==> src/rtl/sine_lut.sv <==
// sine_lut: registered sine/cosine generator driven by a quarter-wave table.
// Define SINE_LUT_SIGNED_EN for two's-complement outputs instead of offset binary.
module sine_lut #(
  parameter int I_WIDTH = 8,
  parameter int O_WIDTH = 8
) (
  input  logic               i_clk,
  input  logic               i_rst,
  input  logic               i_en,
  input  logic [I_WIDTH-1:0] i_phase,
  output logic [O_WIDTH-1:0] o_sin,
  output logic [O_WIDTH-1:0] o_cos
);

  localparam int AW = O_WIDTH - 1;
  localparam int QN = 2 ** (I_WIDTH - 2);
  localparam real PI = 3.14159265358979323846;

  localparam logic [O_WIDTH-1:0] MID     = {1'b1, {(O_WIDTH-1){1'b0}}};
  localparam logic [O_WIDTH-1:0] AMP     = {1'b0, {(O_WIDTH-1){1'b1}}};
  localparam logic [I_WIDTH-2:0] QN_IDX  = {1'b1, {(I_WIDTH-2){1'b0}}};
  localparam logic [I_WIDTH-1:0] QTR_PH  = {2'b01, {(I_WIDTH-2){1'b0}}};

`ifdef SINE_LUT_SIGNED_EN
  localparam logic [O_WIDTH-1:0] RST_SIN = {O_WIDTH{1'b0}};
  localparam logic [O_WIDTH-1:0] RST_COS = AMP;
`else
  localparam logic [O_WIDTH-1:0] RST_SIN = MID;
  localparam logic [O_WIDTH-1:0] RST_COS = MID + AMP;
`endif

  // One quarter-wave magnitude, rounded half away from zero (argument is never negative).
  function automatic logic [AW-1:0] quarter_entry(input int q);
    real theta;
    real amp;
    theta = 2.0 * PI * real'(q) / real'(4 * QN);
    amp   = real'((2 ** AW) - 1);
    return AW'($rtoi(amp * $sin(theta) + 0.5));
  endfunction

  logic [AW-1:0] quarter_s [0:QN];

  for (genvar g = 0; g <= QN; g++) begin : g_quarter
    assign quarter_s[g] = quarter_entry(g);
  end

  // Quadrant 1 and 3 mirror the address about N/4; the lower half circle negates.
  function automatic logic [O_WIDTH-1:0] wave(input logic [I_WIDTH-1:0] ph);
    logic [I_WIDTH-2:0] idx;
    logic [AW-1:0]      mag;
    logic [O_WIDTH-1:0] res;
    if (ph[I_WIDTH-2]) begin
      idx = QN_IDX - {1'b0, ph[I_WIDTH-3:0]};
    end else begin
      idx = {1'b0, ph[I_WIDTH-3:0]};
    end
    mag = quarter_s[idx];
`ifdef SINE_LUT_SIGNED_EN
    if (ph[I_WIDTH-1]) begin
      res = {O_WIDTH{1'b0}} - {1'b0, mag};
    end else begin
      res = {1'b0, mag};
    end
`else
    if (ph[I_WIDTH-1]) begin
      res = MID - {1'b0, mag};
    end else begin
      res = MID + {1'b0, mag};
    end
`endif
    return res;
  endfunction

  logic [O_WIDTH-1:0] sin_d, sin_q;
  logic [O_WIDTH-1:0] cos_d, cos_q;
  logic [I_WIDTH-1:0] cos_ph_s;

  // Next-state selection: new lookup when enabled, otherwise hold.
  always_comb begin
    cos_ph_s = i_phase + QTR_PH;
    sin_d    = sin_q;
    cos_d    = cos_q;
    if (i_en) begin
      sin_d = wave(i_phase);
      cos_d = wave(cos_ph_s);
    end else begin
      sin_d = sin_q;
      cos_d = cos_q;
    end
  end

  // Single output register stage; reset forces the phase-0 sample.
  always_ff @(posedge i_clk or negedge i_rst) begin
    if (!i_rst) begin
      sin_q <= RST_SIN;
      cos_q <= RST_COS;
    end else begin
      sin_q <= sin_d;
      cos_q <= cos_d;
    end
  end

  assign o_sin = sin_q;
  assign o_cos = cos_q;

endmodule

==> config.mk <==
export PLATFORM = sky130hd
export DESIGN_NAME = sine_lut
export DESIGN_NICKNAME = d
export VERILOG_FILES = /design/src/rtl/sine_lut.sv
export SDC_FILE = /design/constraint.sdc
export NUM_CORES = 1
export LEC_CHECK = 0
export CORE_MARGIN = 2
export CORE_UTILIZATION = 55
export CTS_CLUSTER_DIAMETER = 60
export DETAILED_ROUTE_END_ITERATION = 7
export PLACE_DENSITY_LB_ADDON = 0.15
export SLEW_MARGIN = 20
export SYNTH_ARGS = -nofsm -noshare
export SYNTH_HDL_FRONTEND = slang
export SYNTH_SLANG_ARGS = --single-unit
==> constraint.sdc <==
create_clock -name i_clk -period 1.1 [get_ports i_clk]
set_input_delay 0.165 -clock i_clk [delete_from_list [all_inputs] [get_ports i_clk]]
set_output_delay 0.165 -clock i_clk [all_outputs]
set_load 0.005 [all_outputs]
==> results of run 1 <==
-- stage by stage --
stage	utilization, %	setup TNS (ns)	hold WS (ns)
2_1_floorplan	-	-26.99	-0.131
3_5_place_dp	82.4	-36.69	0.478
3_3_place_gp	82.4	-35.96	0.479
-- cells by family after synthesis --
| group | Yosys count | share of synthesized area (%) |
|---|---|---|
| buf+inv | 47 | 7.49 |
| compound gates | 139 | 33.8 |
| fa+ha+maj | 20 | 8.02 |
| mux | 9 | 3.16 |
| flops | 16 | 13.3 |
| simple gates | 173 | 30.1 |
| xor+xnor | 13 | 4.17 |
==> flow_summary.yaml, run 1 <==
logic_synthesis:
  synth_commonest_cells: "nand2_1 (39), nand3_1 (23), a21oi_1 (22), nor2_1 (22), nor3_1 (20)"
  synth.most_common_cell: "nand2_1"
  ys_seq_area_share_pct: 13.3
  yosys.cell_types.count: 82
  yosys-top-cells-area: "ha_1 (7.7%), dfstp_2 (7.7%), dfrtp_1 (5.7%), nand2_1 (4.7%), nand3_1 (3.7%)"
  synth_nets: 447
  synth_top_cell_by_area: "ha_1"
  syn_area_mm2: 0.00309
  synth-edff-count: 0
  avgSynthCellArea_um2: 7.41
  synth_top_area_share_pct: 7.69
  ys_warn_count: 0
  synthArstFlopShare_pct: 100
  ys.flop_type: "dfstp_2"
  ys_ff_latch: 16
  synthCells: 417
clock_network:
  ctsResizeCount: 189
  cts_sinks: 16
  cts.hold.buffers_added: 0
  clockBufferDepth: 2
  cts.htree.levels: 1
  cts_root_buffer: "clkbuf_8"
  post_cts_buffers: 42
  cts_buffers: 3
floorplanning:
  start_util_pct: 56.5
  die_w_um: 79.0
  die_y_um: 79.0
  pin_count: 27
  rows: 27
placed_design:
  pre_cts_ws_ns: -2.40
  place.gp.congestion: 0.982
  place_area_mm2: 0.00451
  port_buffers: 26
  dp.cells: 620
  hpwl_um: 8750
outcome:
  error: "[ERROR DPL-0038] Utilization greater than 100%, impossible to legalize"
  status: "stopped before the end"
  stop_stage: "4_1_cts"
==> inputs of run 2 (changes only) <==
--- a/config.mk
+++ b/config.mk
@@ -6,8 +6,7 @@
 export NUM_CORES = 1
 export LEC_CHECK = 0
 export CORE_MARGIN = 2
-export CORE_UTILIZATION = 55
-export CTS_CLUSTER_DIAMETER = 60
+export CORE_UTILIZATION = 40
 export DETAILED_ROUTE_END_ITERATION = 7
 export PLACE_DENSITY_LB_ADDON = 0.15
 export SLEW_MARGIN = 20
==> run 2 against run 1 <==
Against the previous run: area after synthesis stayed put; synthesized cell count stayed put; the flow now finishes, with violations (setup timing).
==> flow_summary.yaml, run 2 <==
sta:
  hold_viol: 0
  max_freq_mhz: 358
  fin_crit_sh_pct: 254
  drv_slew: 0
  tns_ns: -23.47
  rsz0062_at_grt: "yes"
  skew_ns: 0
  finalSetupViolations: 16
  tightest_slew_ns: 0.513
  relSlewSlack_pct: 65.5
  fin_crit_ns: 2.79
  setup_ws_ns: -1.69
final_layout:
  final_cells: 701
  layout_common_cells: "buf_4 (161), nand2_1 (36), nor2_1 (21), buf_6 (21), nand3_1 (18)"
  fillers: 564
  diodes: 0
  nets: 630
  syn2layout_area_growth_pct: 82.8
  layout-drive-gt1-share_pct: 57.1
  final_common_cell: "buf_4"
global_routing:
  grt_max_degree: 21
  track_usage_pct: 28.5
  grt_overflow: 0
  antenna_found_initial: 0
  grt_pass1_vias: 4139
  grt_pass1_wl_um: 19900
job:
  maxCapViolations: 0
power:
  internal_power_mw: 3.07
  finalPower_mw: 5.16
  max-vdd-ir-drop_v: 0.000477
  power.share.clock_pct: 10.5
  swShare_pct: 40.6
  p_leak_nw: 2.32
  seq_power_share_pct: 17.0
  power_density_mw_per_mm2: 914
  power_switching_mw: 2.09
  p_comb_share_pct: 72.6
worst_setup_path:
  r2r-start: "o_cos[5]"
  critical_path_class: "input pin to flop"
  slowest_delay_ns: 0.42
  arrival_ns: 2.98
  cp_data_required_time_ns: 1.29
  crit_path_start: "i_phase[0]"
  cp_cell_sequence: "buf_8 > clkinvlp_4 > ha_4 > buf_12 > or3b_4 > a211o_4 > buf_6 > o31ai_4 > a21oi_4 > o32ai_4 > buf_6 > ha_4 > and4_1 > nor3b_1 > nand4b_1"
  cp_max_fo: 5
  cp_slowest_cell: "or3b_4"
  cp-end-kind: "flop"
  start_kind: "input pin"
drt:
  avgViaCountPerCell: 5.90
  vias: 4135
  first_iter_violations: 203
  ant_nets: 0
  drc: 0
  firstDrtPassIters: 5
  drt-total-wl_um: 12200
  wl_per_cell_um: 17.5
clock_network:
  cts_root_buffer: "clkbuf_8"
  cts_buffers: 3
  cts_sinks: 16
  clockBufferDepth: 2
  cts.htree.levels: 1
  clk_latency_ns: 0.25
  clk_pin_slew_ns: 0.07
  cts_tree: "done"
logic_synthesis:
  synth_fa_ha_area_share_pct: 8.02
  synth-edff-count: 0
  synth_top_family_by_area: "compound AO/OA/AOI/OAI gates"
  syn_area_mm2: 0.00309
  yosys-top-cells-area: "ha_1 (7.7%), dfstp_2 (7.7%), dfrtp_1 (5.7%), nand2_1 (4.7%), nand3_1 (3.7%)"
  ys_ff_latch: 16
  synth_xor_area_share_pct: 4.17
  synth_nets: 447
  avgSynthCellArea_um2: 7.41
  synth_top_cell_by_area: "ha_1"
  synth_compound_area_share_pct: 33.8
  ys_warn_count: 0
  synth.most_common_cell: "nand2_1"
  ys_seq_area_share_pct: 13.3
  synthMuxAreaShare_pct: 3.16
  synth_top_area_share_pct: 7.69
  yosys.cell_types.count: 82
  synthArstFlopShare_pct: 100
  synth-simple-area-share_pct: 30.1
  ys.flop_type: "dfstp_2"
  synthCells: 417
  synth_commonest_cells: "nand2_1 (39), nand3_1 (23), a21oi_1 (22), nor2_1 (22), nor3_1 (20)"
placed_design:
  pre_cts_ws_ns: -2.46
  hpwl_um: 8250
  port_buffers: 26
  place.gp.congestion: 0.957
  dp.cells: 655
floorplanning:
  pin_count: 27
  start_util_pct: 40.6
  coreArea_mm2: 0.00761
  die_y_um: 91.9
  die_w_um: 91.9
  die_area_mm2: 0.00845
  rows: 32
hold_path:
  min_path_type: "input pin to async pin"
outcome:
  status: "finished, violations left"
  violations: "setup timing"
[run 2: final timing paths]
check                            to  slack [ns]  cells after the start
max reg2reg                o_cos[5]        0.09                      2
max in group asynchronous  o_cos[6]        0.60                      2
min in group i_clk         o_sin[0]        0.48                      2
max                        o_sin[6]       -1.69                     15
min reg2reg                o_sin[0]        0.48                      2
min                        o_sin[4]        0.25                      2
[run 2: kinds of logic after synthesis]
group | Yosys count
buf+inv | 47
xor+xnor | 13
fa+ha+maj | 20
simple gates | 173
mux | 9
compound gates | 139
flops | 16
[run 2: power by group through the flow]
stage	clock network, mW	registers (mW)	logic [mW]
5_1_grt	0.578	0.894	4.00
3_3_place_gp	0	0.886	2.90
6_report	0.541	0.876	3.74
2_1_floorplan	0	0.901	1.55
4_1_cts	0.548	0.877	3.47
3_5_place_dp	0	0.892	2.94
[run 2: layout make-up]
class / count / area (µm²) / area share (%)
multi-input cells: 354 / 3240 / 57.4
flip-flops and latches: 16 / 412 / 7.29
well taps: 102 / 128 / 2.26
clock buffers: 4 / 55.1 / 0.975
inverters: 12 / 51.3 / 0.908
repair buffers: 213 / 1760 / 31.2
[run 2: repair_timing]
| item | 4_1_cts | 5_1_grt |
|---|---|---|
| gates cloned | 2 | 0 |
| hold buffers | 0 | 0 |
| gates resized for setup | 183 | 34 |
| setup endpoints to repair | 32 | 17 |
| buffers inserted | 37 | 8 |
| hold endpoints to repair | 0 | 0 |
| pin swaps | 48 | 33 |
[run 2: metal layers]
layer  wire length, µm  part of all wire [%]  global-route usage, %  vias to the layer above
met4               350                   2.9                   9.20                        0
li1                  -                     -                      -                     1968
met1              5260                    43                   36.4                     1984
met2              6160                    50                   51.2                      144
met3               468                   3.8                   1.81                       39
met5                 0                     0                      0                        -
[run 2: metrics by stage]
step                      area [µm²]  utilization (%)  hold WS, ns
final                           5650             74.2        0.247
after global routing            5650             74.2        0.280
after CTS                       5450             71.6        0.254
after detailed placement        4580             60.2        0.486
after global placement          4580             60.2        0.471
after floorplan                 3260                -       -0.131
[run 2: worst max-delay path: cells and delay by family]
| kind | cells | cell delay (ns) |
|---|---|---|
| compound gates | 4 | 0.94 |
| fa+ha+maj | 2 | 0.28 |
| buf+inv | 5 | 0.56 |
| simple gates | 4 | 1.02 |
No activity file was read; power rests on OpenSTA's default activity.
==> RTL edit: new RTL, settings of run 2 <==
Set the parameter `O_WIDTH` to 7 (it was 8).
--- a/src/rtl/sine_lut.sv
+++ b/src/rtl/sine_lut.sv
@@ -2,7 +2,7 @@
 // Define SINE_LUT_SIGNED_EN for two's-complement outputs instead of offset binary.
 module sine_lut #(
   parameter int I_WIDTH = 8,
-  parameter int O_WIDTH = 8
+  parameter int O_WIDTH = 7
 ) (
   input  logic               i_clk,
   input  logic               i_rst,
Interface: changed (resized o_cos and o_sin); port bits go from 27 to 25. No check against the original RTL was run, so the function may have changed too.
==> RTL edit against run 2 <==
  * The flow still finishes with violations (setup timing)
  * Synthesized cell count fell by 30%
  * Wire length fell by 26%
  * Power fell by 15%
  * Register-to-register slack improved by 90 ps
  * Design area fell by 23%
  * Synthesized area fell by 26%
  * Sequential cell count fell by 2
  * Worst setup slack improved by 140 ps
  * Critical path type unchanged
==> RTL edit: results (changes against run 2) <==
| Metric | Value |
|---|---|
| First-pass GRT wire length | 14000 um (-30%) |
| Setup TNS Final | -19130 ps (+4340 ps) |
| Ranking of synthesized cells by instance count | 23 x sky130_fd_sc_hd__nand2_1, 18 x sky130_fd_sc_hd__a21oi_1, 18 x sky130_fd_sc_hd__nor2_1, 18 x sky130_fd_sc_hd__o21ai_0, 17 x sky130_fd_sc_hd__nor3_1 |
| Distinct cells, synth | 75 (-8.5%) |
| Largest net degree at the start of global routing | 15 (-29%) |
| Number of setup violations in the final report | 14 (-2) |
| Weighted congestion at the end of routability-driven global placement | 0.861 (-10%) |
| Peak supply drop | 1100 uV (+130%) |
| GR Util met2 | 0.487 (-0.0242) |
| Slowest cell on the critical path | sky130_fd_sc_hd__or3_4 |
| Worst-case headroom to the max-slew limit | 0.567 (-0.0887) |
| Worst Path Max Fanout | 11 (+6) |
| Detailed Routing Iterations Pass 1 | 4 (-1) |
| GRT Overall Usage | 0.277 (-0.00854) |
| Final critical-path setup slack | -1560 ps (+137 ps) |
| Net count after synthesis | 315 (-30%) |
| Portion of the post-synthesis area used by sequential elements | 0.158 (+0.0250) |
| Cell types with the largest area share after synthesis | sky130_fd_sc_hd__dfstp_2 9.2%, sky130_fd_sc_hd__dfrtp_1 6.6%, sky130_fd_sc_hd__ha_1 6.0%, sky130_fd_sc_hd__a21oi_1 4.0%, sky130_fd_sc_hd__o21ai_0 4.0% |
| Status | finished, violations left |
| Net count, final | 475 (-25%) |
| Proportion of layout cells with a drive suffix above 1 | 0.611 (+0.0397) |
| Primary flip-flop cell chosen by synthesis mapping | sky130_fd_sc_hd__dfstp_2 |
| DR vias | 3049 (-26%) |
| Internal Power | 2640 uW (-14%) |
| Number of global-route vias before repair | 2961 (-28%) |
| DP HPWL | 5780 um (-30%) |
| Buffers added on ports | 24 (-7.7%) |
| Data arrival, critical path | 2820 ps (-160 ps) |
| GR Layer Usage met3 | 0.0362 (+0.0181) |
| Final wirelength | 9010 um (-26%) |
| Violations in the final reports | setup timing |
| DR iter-0 viols | 121 (-40%) |
| Met1 track demand over resource in global routing | 0.344 (-0.0202) |
==> RTL edit: cell count changes in the layout (fill, tap and decap cells not counted), sizes merged, moves of 5 or more <==
cell           run 2  this run
buf              199       165
nand2             41        23
nand3             23        13
a31oi             11         3
ha                19        11
a211oi            11         4
a21oi             23        18
nand2b             9         4
nor2b              9         4
o21ai             19        24
==> RTL edit: critical path: cells and delay by family <==
| family | cells | cell delay (ps) |
|---|---|---|
| compound gates | 5 | 1360 |
| buf+inv | 5 | 700 |
| simple gates | 3 | 590 |
==> RTL edit: power groups by stage <==
| stage | clock, uW | sequential (uW) | combinational [uW] |
|---|---|---|---|
| after floorplan | 0 | 789 | 1260 |
| after global placement | 0 | 776 | 2340 |
| after detailed placement | 0 | 784 | 2380 |
| after CTS | 457 | 764 | 2830 |
| after global routing | 476 | 787 | 3360 |
| final | 446 | 771 | 3150 |
==> RTL edit: cell families after synthesis <==
family	after synthesis	synth area share
simple gates	114	0.277
fa+ha+maj	12	0.0648
buf+inv	30	0.0659
compound gates	106	0.356
xor+xnor	8	0.0341
mux	9	0.0434
flops	14	0.158
==> RTL edit: final cells by class <==
type                    instances  area (um^2)
fillers                       364         1150
flip-flops and latches         14          360
clock buffers                   4         45.0
inverters                       9         51.3
repair buffers                176         1390
multi-input cells             249         2410
well taps                      72         90.1
==> RTL edit: path summary, 6_finish.rpt <==
kind,start,to,slack [ps],depth (start not counted)
min in group i_clk,o_sin[4]$_DFFE_PN0P_,o_sin[4]$_DFFE_PN0P_,520,1
setup reg to reg,o_cos[3]$_DFFE_PN1P_,o_cos[3]$_DFFE_PN1P_,180,3
setup / recovery,i_phase[0],o_cos[4]$_DFFE_PN1P_,-1560,13
hold / removal,i_rst,o_sin[3]$_DFFE_PN0P_,220,2
hold reg to reg,o_sin[4]$_DFFE_PN0P_,o_sin[4]$_DFFE_PN0P_,520,1
max in group asynchronous,i_rst,o_cos[0]$_DFFE_PN1P_,630,2
==> RTL edit: through the flow <==
stage | cell area, um^2 | instances | power (uW) | utilization | setup slack (ps)
3_5_place_dp | 3560 | 486 | 3160 | 0.646 | -2320
3_3_place_gp | 3560 | 486 | 3120 | 0.646 | -2290
4_1_cts | 4120 | 513 | 4050 | 0.747 | -1550
6_report | 4350 | 524 | 4370 | 0.791 | -1560
2_1_floorplan | 2480 | 293 | 2040 | - | -1660
5_1_grt | 4350 | 524 | 4620 | 0.791 | -1610
==> RTL edit: metal layers <==
layer  part of all wire  wire length [um]
met1               0.41              3700
met2               0.52              4670
met3              0.034               302
met4              0.038               339
met5                  0                 0
==> RTL edit: repair_timing <==
action / in CTS / in global routing
pin swaps: 42 / 34
endpoints found under the setup margin: 28 / 16
hold buffers: 0 / 0
hold endpoints to repair: 0 / 0
buffers inserted: 23 / 12
gates resized for setup: 140 / 37
